$ cat src/rtl/game_control.sv
// Game sequencer for a lane-dodging runner: paces frames, drives the drawing
// datapath phase by phase and keeps tree position, lane, shapes and score.
module game_control #(
    parameter int unsigned FRAME_DIV  = 833333,
    parameter logic [7:0]  TREE_START = 8'd156
) (
    input  logic       clk,
    input  logic       reset_n,
    input  logic       go,
    input  logic       key_up,
    input  logic       key_down,
    input  logic       key_crouch,
    input  logic       draw_floors_finish,
    input  logic       erase_finish,
    input  logic       draw_tree_finish,
    input  logic       draw_man_finish,
    output logic       drawing_floors,
    output logic       erase,
    output logic       draw_tree,
    output logic       draw_man,
    output logic       plot,
    output logic       ld_x,
    output logic [7:0] x_in,
    output logic       ld_y,
    output logic [6:0] y_in,
    output logic       ld_man_style,
    output logic       man_style,
    output logic       ld_shape,
    output logic [1:0] top,
    output logic [1:0] mid,
    output logic [1:0] bottom,
    output logic       update,
    output logic [7:0] score,
    output logic       game_over
);

    localparam int unsigned    CNT_W     = (FRAME_DIV > 1) ? $clog2(FRAME_DIV) : 1;
    localparam logic [CNT_W-1:0] CNT_LAST = CNT_W'(FRAME_DIV - 1);
    localparam logic [7:0]     LFSR_SEED = 8'hA5;
    localparam logic [1:0]     SH_NONE   = 2'b00;
    localparam logic [1:0]     SH_GAP    = 2'b10;
    localparam logic [1:0]     SH_BLOCK  = 2'b11;

    typedef enum logic [2:0] {
        S_IDLE, S_FLOORS, S_WAIT_FRAME, S_ERASE, S_TREE, S_MAN, S_UPDATE, S_GAME_OVER
    } state_t;

    state_t           state;
    logic [CNT_W-1:0] frame_cnt;
    logic             frame_pend;
    logic             up_pend;
    logic             down_pend;
    logic             key_up_q;
    logic             key_down_q;
    logic [7:0]       lfsr;
    logic [1:0]       lane;
    logic             hit;

    logic       frame_wrap;
    logic       up_req;
    logic       down_req;
    logic       enter_update;
    logic       clear_pend;
    logic       tree_wrap;
    logic [7:0] tx_next;
    logic [1:0] lane_next;
    logic [1:0] gap_lane;
    logic [1:0] fill;
    logic [1:0] top_next;
    logic [1:0] mid_next;
    logic [1:0] bottom_next;
    logic [1:0] lane_shape;
    logic       style_next;
    logic       hit_next;

    assign frame_wrap   = (frame_cnt == CNT_LAST);
    assign up_req       = up_pend | (key_up & ~key_up_q);
    assign down_req     = down_pend | (key_down & ~key_down_q);
    assign enter_update = (state == S_WAIT_FRAME) && frame_pend;
    assign clear_pend   = (state == S_GAME_OVER) && go;
    assign tree_wrap    = (x_in == 8'd0);
    assign plot         = drawing_floors | erase | draw_tree | draw_man;

    // Everything the next UPDATE will load, evaluated from current state.
    // NOTE: every always_comb output gets a default first so no latch is inferred.
    always_comb begin
        tx_next   = tree_wrap ? TREE_START : x_in - 8'd1;
        lane_next = lane;
        if (up_req && !down_req && lane != 2'd0)
            lane_next = lane - 2'd1;
        else if (down_req && !up_req && lane != 2'd2)
            lane_next = lane + 2'd1;

        gap_lane    = (lfsr[1:0] == 2'd3) ? 2'd2 : lfsr[1:0];
        fill        = lfsr[2] ? SH_BLOCK : SH_NONE;
        top_next    = top;
        mid_next    = mid;
        bottom_next = bottom;
        if (tree_wrap) begin
            top_next    = (gap_lane == 2'd0) ? SH_GAP : fill;
            mid_next    = (gap_lane == 2'd1) ? SH_GAP : fill;
            bottom_next = (gap_lane == 2'd2) ? SH_GAP : fill;
        end

        case (lane_next)
            2'd0:    lane_shape = top_next;
            2'd1:    lane_shape = mid_next;
            default: lane_shape = bottom_next;
        endcase

        style_next = ~key_crouch;
        // Standing in a gap lane still hits the tree; only a crouch gets through.
        hit_next   = (tx_next >= 8'd24) && (tx_next <= 8'd31) &&
                     ((lane_shape != SH_GAP) || style_next);
    end

    always_comb begin
        case (lane)
            2'd0:    y_in = 7'd28;
            2'd1:    y_in = 7'd68;
            default: y_in = 7'd108;
        endcase
    end

    // NOTE: sequential state uses non-blocking assignments only.
    always_ff @(posedge clk or negedge reset_n) begin
        if (!reset_n) begin
            state          <= S_IDLE;
            frame_cnt      <= '0;
            frame_pend     <= 1'b0;
            up_pend        <= 1'b0;
            down_pend      <= 1'b0;
            key_up_q       <= 1'b0;
            key_down_q     <= 1'b0;
            lfsr           <= LFSR_SEED;
            lane           <= 2'd2;
            hit            <= 1'b0;
            drawing_floors <= 1'b0;
            erase          <= 1'b0;
            draw_tree      <= 1'b0;
            draw_man       <= 1'b0;
            ld_x           <= 1'b0;
            ld_y           <= 1'b0;
            ld_man_style   <= 1'b0;
            ld_shape       <= 1'b0;
            update         <= 1'b0;
            x_in           <= TREE_START;
            man_style      <= 1'b1;
            top            <= SH_NONE;
            mid            <= SH_GAP;
            bottom         <= SH_BLOCK;
            score          <= 8'd0;
            game_over      <= 1'b0;
        end else begin
            lfsr         <= {lfsr[6:0], lfsr[7] ^ lfsr[5] ^ lfsr[4] ^ lfsr[3]};
            frame_cnt    <= frame_wrap ? '0 : frame_cnt + 1'b1;
            key_up_q     <= key_up;
            key_down_q   <= key_down;
            ld_x         <= 1'b0;
            ld_y         <= 1'b0;
            ld_man_style <= 1'b0;
            ld_shape     <= 1'b0;
            update       <= 1'b0;

            // Ticks landing outside WAIT_FRAME stay pending and merge into one.
            if (clear_pend) begin
                frame_pend <= 1'b0;
                up_pend    <= 1'b0;
                down_pend  <= 1'b0;
            end else begin
                frame_pend <= frame_wrap | (frame_pend & ~enter_update);
                up_pend    <= ~enter_update & up_req;
                down_pend  <= ~enter_update & down_req;
            end

            case (state)
                S_IDLE, S_GAME_OVER: begin
                    if (go) begin
                        state          <= S_FLOORS;
                        drawing_floors <= 1'b1;
                        game_over      <= 1'b0;
                        x_in           <= TREE_START;
                        lane           <= 2'd2;
                        top            <= SH_NONE;
                        mid            <= SH_GAP;
                        bottom         <= SH_BLOCK;
                        man_style      <= 1'b1;
                        score          <= 8'd0;
                        ld_x           <= 1'b1;
                        ld_y           <= 1'b1;
                        ld_man_style   <= 1'b1;
                        ld_shape       <= 1'b1;
                    end
                end
                S_FLOORS: begin
                    if (draw_floors_finish) begin
                        drawing_floors <= 1'b0;
                        state          <= S_WAIT_FRAME;
                    end
                end
                S_WAIT_FRAME: begin
                    if (frame_pend) begin
                        state        <= S_UPDATE;
                        update       <= 1'b1;
                        ld_x         <= 1'b1;
                        ld_y         <= 1'b1;
                        ld_man_style <= 1'b1;
                        ld_shape     <= tree_wrap;
                        x_in         <= tx_next;
                        lane         <= lane_next;
                        top          <= top_next;
                        mid          <= mid_next;
                        bottom       <= bottom_next;
                        man_style    <= style_next;
                        hit          <= hit_next;
                        if (tree_wrap && score != 8'hFF)
                            score <= score + 8'd1;
                    end
                end
                S_UPDATE: begin
                    if (hit) begin
                        state     <= S_GAME_OVER;
                        game_over <= 1'b1;
                    end else begin
                        state <= S_ERASE;
                        erase <= 1'b1;
                    end
                end
                S_ERASE: begin
                    if (erase_finish) begin
                        erase     <= 1'b0;
                        draw_tree <= 1'b1;
                        state     <= S_TREE;
                    end
                end
                S_TREE: begin
                    if (draw_tree_finish) begin
                        draw_tree <= 1'b0;
                        draw_man  <= 1'b1;
                        state     <= S_MAN;
                    end
                end
                S_MAN: begin
                    if (draw_man_finish) begin
                        draw_man <= 1'b0;
                        state    <= S_WAIT_FRAME;
                    end
                end
                default: state <= S_IDLE;
            endcase
        end
    end

endmodule

$ cat config.mk
export PLATFORM = sky130hd
export DESIGN_NAME = game_control
export DESIGN_NICKNAME = d
export VERILOG_FILES = /design/src/rtl/game_control.sv
export SDC_FILE = /design/constraint.sdc
export NUM_CORES = 1
export LEC_CHECK = 0
export CORE_MARGIN = 2
export CORE_UTILIZATION = 55
export DETAILED_ROUTE_END_ITERATION = 7
export GPL_TIMING_DRIVEN = 0
export HOLD_SLACK_MARGIN = 0.05
export PLACE_DENSITY = 0.77
export SYNTH_ARGS = -nofsm -noshare
export SYNTH_HDL_FRONTEND = slang
export SYNTH_SLANG_ARGS = --single-unit
$ cat constraint.sdc
create_clock -name clk -period 2.7 [get_ports clk]
set_clock_uncertainty 0.2 [all_clocks]
set_input_delay 0.27 -clock clk [delete_from_list [all_inputs] [get_ports clk]]
set_output_delay 0.27 -clock clk [all_outputs]
set_load 0.1 [all_outputs]
Word level (Yosys, flattened, before mapping)
Cells that the tools add are included.
{ "totals": {"regBits": 70, "latchBits": 0, "ram_bits": 0, "romBits": 0, "inputBits": 10, "out_inout_bits": 41, "wordCells": 174, "memories": 0} }
{ "classes": {"n_addsub": 5, "n_mul": 0, "div_mod_pow": 0, "n_lt_le_gt_ge": 2, "n_eq_ne": 25, "n_shift": 0, "muxes": 66, "bitwise": 18, "n_reduce_logical": 34} }
{ "ops": {"columns": ["operator", "n"], "rows": [
  ["$mux 8", 6],
  ["$mux 2", 17],
  ["$pmux 8 s2", 2],
  ["$mux 3", 7],
  ["$pmux 3 s7", 1],
  ["$add 20x1->20 const B", 1],
  ["$eq 20x20->1 const B", 1],
  ["$mux 20", 1],
  ["$ne 2x2->1 const B", 10],
  ["$pmux 2 s2", 5],
  ["$mux 1", 18],
  ["$reduce_and 3->1", 6],
  ["$pmux 1 s2", 8],
  ["$pmux 7 s2", 1],
  ["$reduce_bool 2->1", 7],
  ["$eq 3x3->1 const B", 4],
  ["$logic_and 1x1->1", 9],
  ["$add 8x1->8 const B", 1],
  ["$ge 8x5->1 const B", 1],
  ["$le 8x5->1 const B", 1],
  ["$logic_not 8->1", 1],
  ["$ne 8x8->1 const B", 1],
  ["$sub 8x1->8 const B", 1],
  ["$eq 2x1->1 const B", 3],
  ["18 further kinds", 37]
]} }

Logic depth before layout (Yosys ltp)
{ "depth": {"word_depth": 13, "mapped_depth": 9, "depth_no_buf": 8} }

Worst setup path after synthesis
No wires, ideal clock.
{ "synth_timing": {"path_type": "register to output", "from": "register lane[1]", "to": "output y_in[5]", "arrival_time_ns": 2.576, "required_ns": 2.230, "setup_slack_ns": -0.346, "path_stages_with_launch": 4, "n_path_buf": 0, "cell_sequence": "dfstp_2 inv_1 ha_1 nor2_1"} }
{ "synth_between": {"elab_chain_cells": 2, "word_cells_on_any_way": 3, "cone_classes": "1 x eq/ne; 1 x mux; 1 x reduce/logical"} }
{ "synth_rtl": {"columns": ["item", "line", "text"], "rows": [
  ["start, declared", "56", "logic [1:0] lane;"],
  ["start signal, assigned", "210", "lane <= lane_next;"],
  ["$eq 2x1->1 / $logic_not 2->1 (equally long branches)", "118", "case (lane)"],
  ["$pmux 7 s2 *", "118", null],
  ["end, declared", "25", "output logic [6:0] y_in,"]
]} }
Mark *: on every way between the ends. The rest lies on a longest branch, timed or not.

Worst setup path in the final report
{ "layout_timing": {"from": "register x_in[2]", "to": "output x_in[2]"} }
{ "layout_rtl": {"columns": ["item", "line", "text"], "rows": [
  ["start, declared", "23", "output logic [7:0] x_in,"],
  ["start signal, assigned", "209", "x_in <= tx_next;"]
]} }
No word-level cell between the ends.

==> out/qor.csv <==
metric;value;unit
status;completed;
r2r_start;state[0];
critPathMaxStageDelay;1190;ps
ctsRootBufferMaster;clkbuf_8;
hold_viol;0;
placed_area;0.00420;mm²
multi_input_area;0.00173;mm²
synth.distinct_cells;69;
area_delta_synth_final;22.3;%
p_leak;2.01;nW
synth_cells;360;
drt-vias-per-instance;5.64;
fin_cells;505;
grt_pass1_vias;2730;
yosys_warnings;0;
io_buffers;47;
grt_max_degree;71;
yosysSeqAreaShare;0.487;
ys_top_cells_by_area;dfrtp_1 39%, dfstp_2 9.4%, ha_1 4.1%;
wire_per_inst;15.1;µm
grt_pass1_wl;13000;µm
synth-seq-cells;70;
die-area;0.00726;mm²
numClockSinks;70;
hold_slack;155;ps
yosys.area.top_type;dfrtp_1;
vias;2850;
fin_util;0.699;
cts_tree;built;
die_h;85.2;µm
totalWireLength;7640;µm
netlist_area;0.00363;mm²
finalCriticalPeriod;2620;ps
clkSlewWorstSetupHoldPaths;80;ps
ir_worst_vdd;0.000927;V
worstSetupEndpointType;output port;
critPathRequiredTime;2230;ps
grt_usage;0.227;
drt.antenna.violating_nets;0;
crit_chain;clkdlybuf4s50_1;
cts_buffer_depth;2;
period_share;0.969;
io_pins;51;
crit_slowest_cell;clkdlybuf4s50_1;
h-tree-depth;3;
drt_iter0_markers;169;
cp_num_buf_inv;1;
place.gp.congestion;0.858;
cp-start-kind;flip-flop;
core;0.00635;mm²
fmax;382;MHz
dr.pass1.iters;4;
rows;29;
slew_violations;0;
antenna_found_initial;0;
finalInstanceArea;0.00444;mm²
nets;445;
cp_max_fo;7;
cts_buffers;9;
hp-start;lfsr[6];
worstPathArrival;2150;ps
synth_flop_cell;dfrtp_1;
cpLargestDelayFamily;buffers and inverters;
die_x;85.2;µm
seq_area;0.00177;mm²
p_per_area;802;mW/mm²
timing.final.ws_setup;83.3;ps
synth_edf_count;0;
drive_gt1_frac;0.138;
place_inst;485;
setup_viol;0;
worstSetupStartpoint;x_in[2];
rsz0062_at_grt;false;
initial_utilization;0.571;
clock_latency;350;ps
gr-total-overflow;0;
cap_viol_max_count;0;
tightest_slew;1010;ps
num_antenna_cells;0;
ys_async_sr_fraction;1.00;
synth_top_area_share;0.393;
drc;0;
pre_cts_ws;6.87;ps
slew-limit-headroom;0.322;
avgSynthCellArea;10.1;µm²
fillCellCount;499;
dp.final_hpwl;5440;µm
worstHoldPathType;flip-flop to flip-flop;
critPathKind;flip-flop to output port;
[path summary, 6_finish.rpt]
check	cells past startpoint	to	slack, ps
max	1	x_in[2]	80
min	0	lfsr[7]	160
max in group asynchronous	2	frame_cnt[11]	1340
min reg2reg	0	lfsr[7]	160
min in group asynchronous	2	lane[0]	380
max reg2reg	9	x_in[3]	170
[state kept, by name, summed over array words and instances (netlist names), 2 cells and up]
register / flops
bottom: 2
frame_cnt: 20
lane: 2
lfsr: 8
mid: 2
score: 8
state: 3
top: 2
x_in: 8
[layer usage]
layer	vias to the layer above	global-route usage	part of all wire	routed length (µm)
met2	59	0.360	0.48	3680
met1	1402	0.309	0.45	3470
met3	9	0.0632	0.050	386
li1	1380	-	-	-
met5	-	0	0	0
met4	0	0.0620	0.014	106
[synth_stat cells (all sizes together) (4+ instances only)]
library cell / count
and3: 7
xor2: 16
ha: 12
dfrtp: 57
nor2b: 7
and2: 4
a21oi: 19
nand3: 15
nor2: 39
xnor2: 10
o21ai: 15
nor3: 6
or3: 4
clkbuf: 4
buf: 8
dfstp: 13
nor3b: 4
inv: 20
nand2: 32
nand4: 5
[placed cells by master (no fill, tap or decap), types with 9 or more instances in the layout]
cell             Yosys  layout
dfrtp_1             57      57
clkdlybuf4s50_1      0      41
nor2_1              39      37
nand2_1             31      31
inv_1               20      20
a21oi_1             19      19
xor2_1              16      16
o21ai_0             14      14
nand3_1             14      14
dfstp_2             13      13
ha_1                12      11
buf_4                6      10
xnor2_1             10      10
clkbuf_8             0       9
[kinds of logic (layout without fill, tap and decap cells)]
group / after synthesis / count (layout) / synth area share
AO/OA/AOI/OAI: 70 / 70 / 0.138
XOR/XNOR: 27 / 27 / 0.0690
flip-flops: 70 / 70 / 0.487
other: 2 / 3 / 0.00207
buffers and inverters: 32 / 99 / 0.0400
adder cells (fa/ha/maj): 12 / 12 / 0.0414
multiplexers: 3 / 3 / 0.00828
AND/OR/NAND/NOR: 144 / 144 / 0.214
[area by class of cell]
cell class / count / share of cell area
Sequential cell: 70 / 0.398
Multi-Input combinational cell: 259 / 0.389
Timing Repair Buffer: 51 / 0.111
Clock buffer: 9 / 0.0279
Tap cell: 77 / 0.0217
Clock inverter: 7 / 0.0183
Inverter: 20 / 0.0169
Buffer: 12 / 0.0161
[what timing repair did]
item	4_1_cts	5_1_grt
endpoints found under the setup margin	5	8
pin swaps	0	1
setup buffers	0	3
resized for setup	5	3
hold buffers	1	0
endpoints found under the hold margin	57	0
[power by group]
| part | leakage [nW] | internal [mW] | switching, mW |
|---|---|---|---|
| registers | 0.884 | 1.14 | 0.0742 |
| clock network | 0.100 | 0.437 | 0.432 |
| logic | 1.03 | 0.460 | 1.01 |
[through the flow]
step	total power, mW	TNS (ps)
after floorplan	2.32	0
after global placement	2.62	-71310
after detailed placement	2.65	0
after CTS	3.53	0
after global routing	3.76	0
final	3.56	0
(Power assumes the default switching activity.)
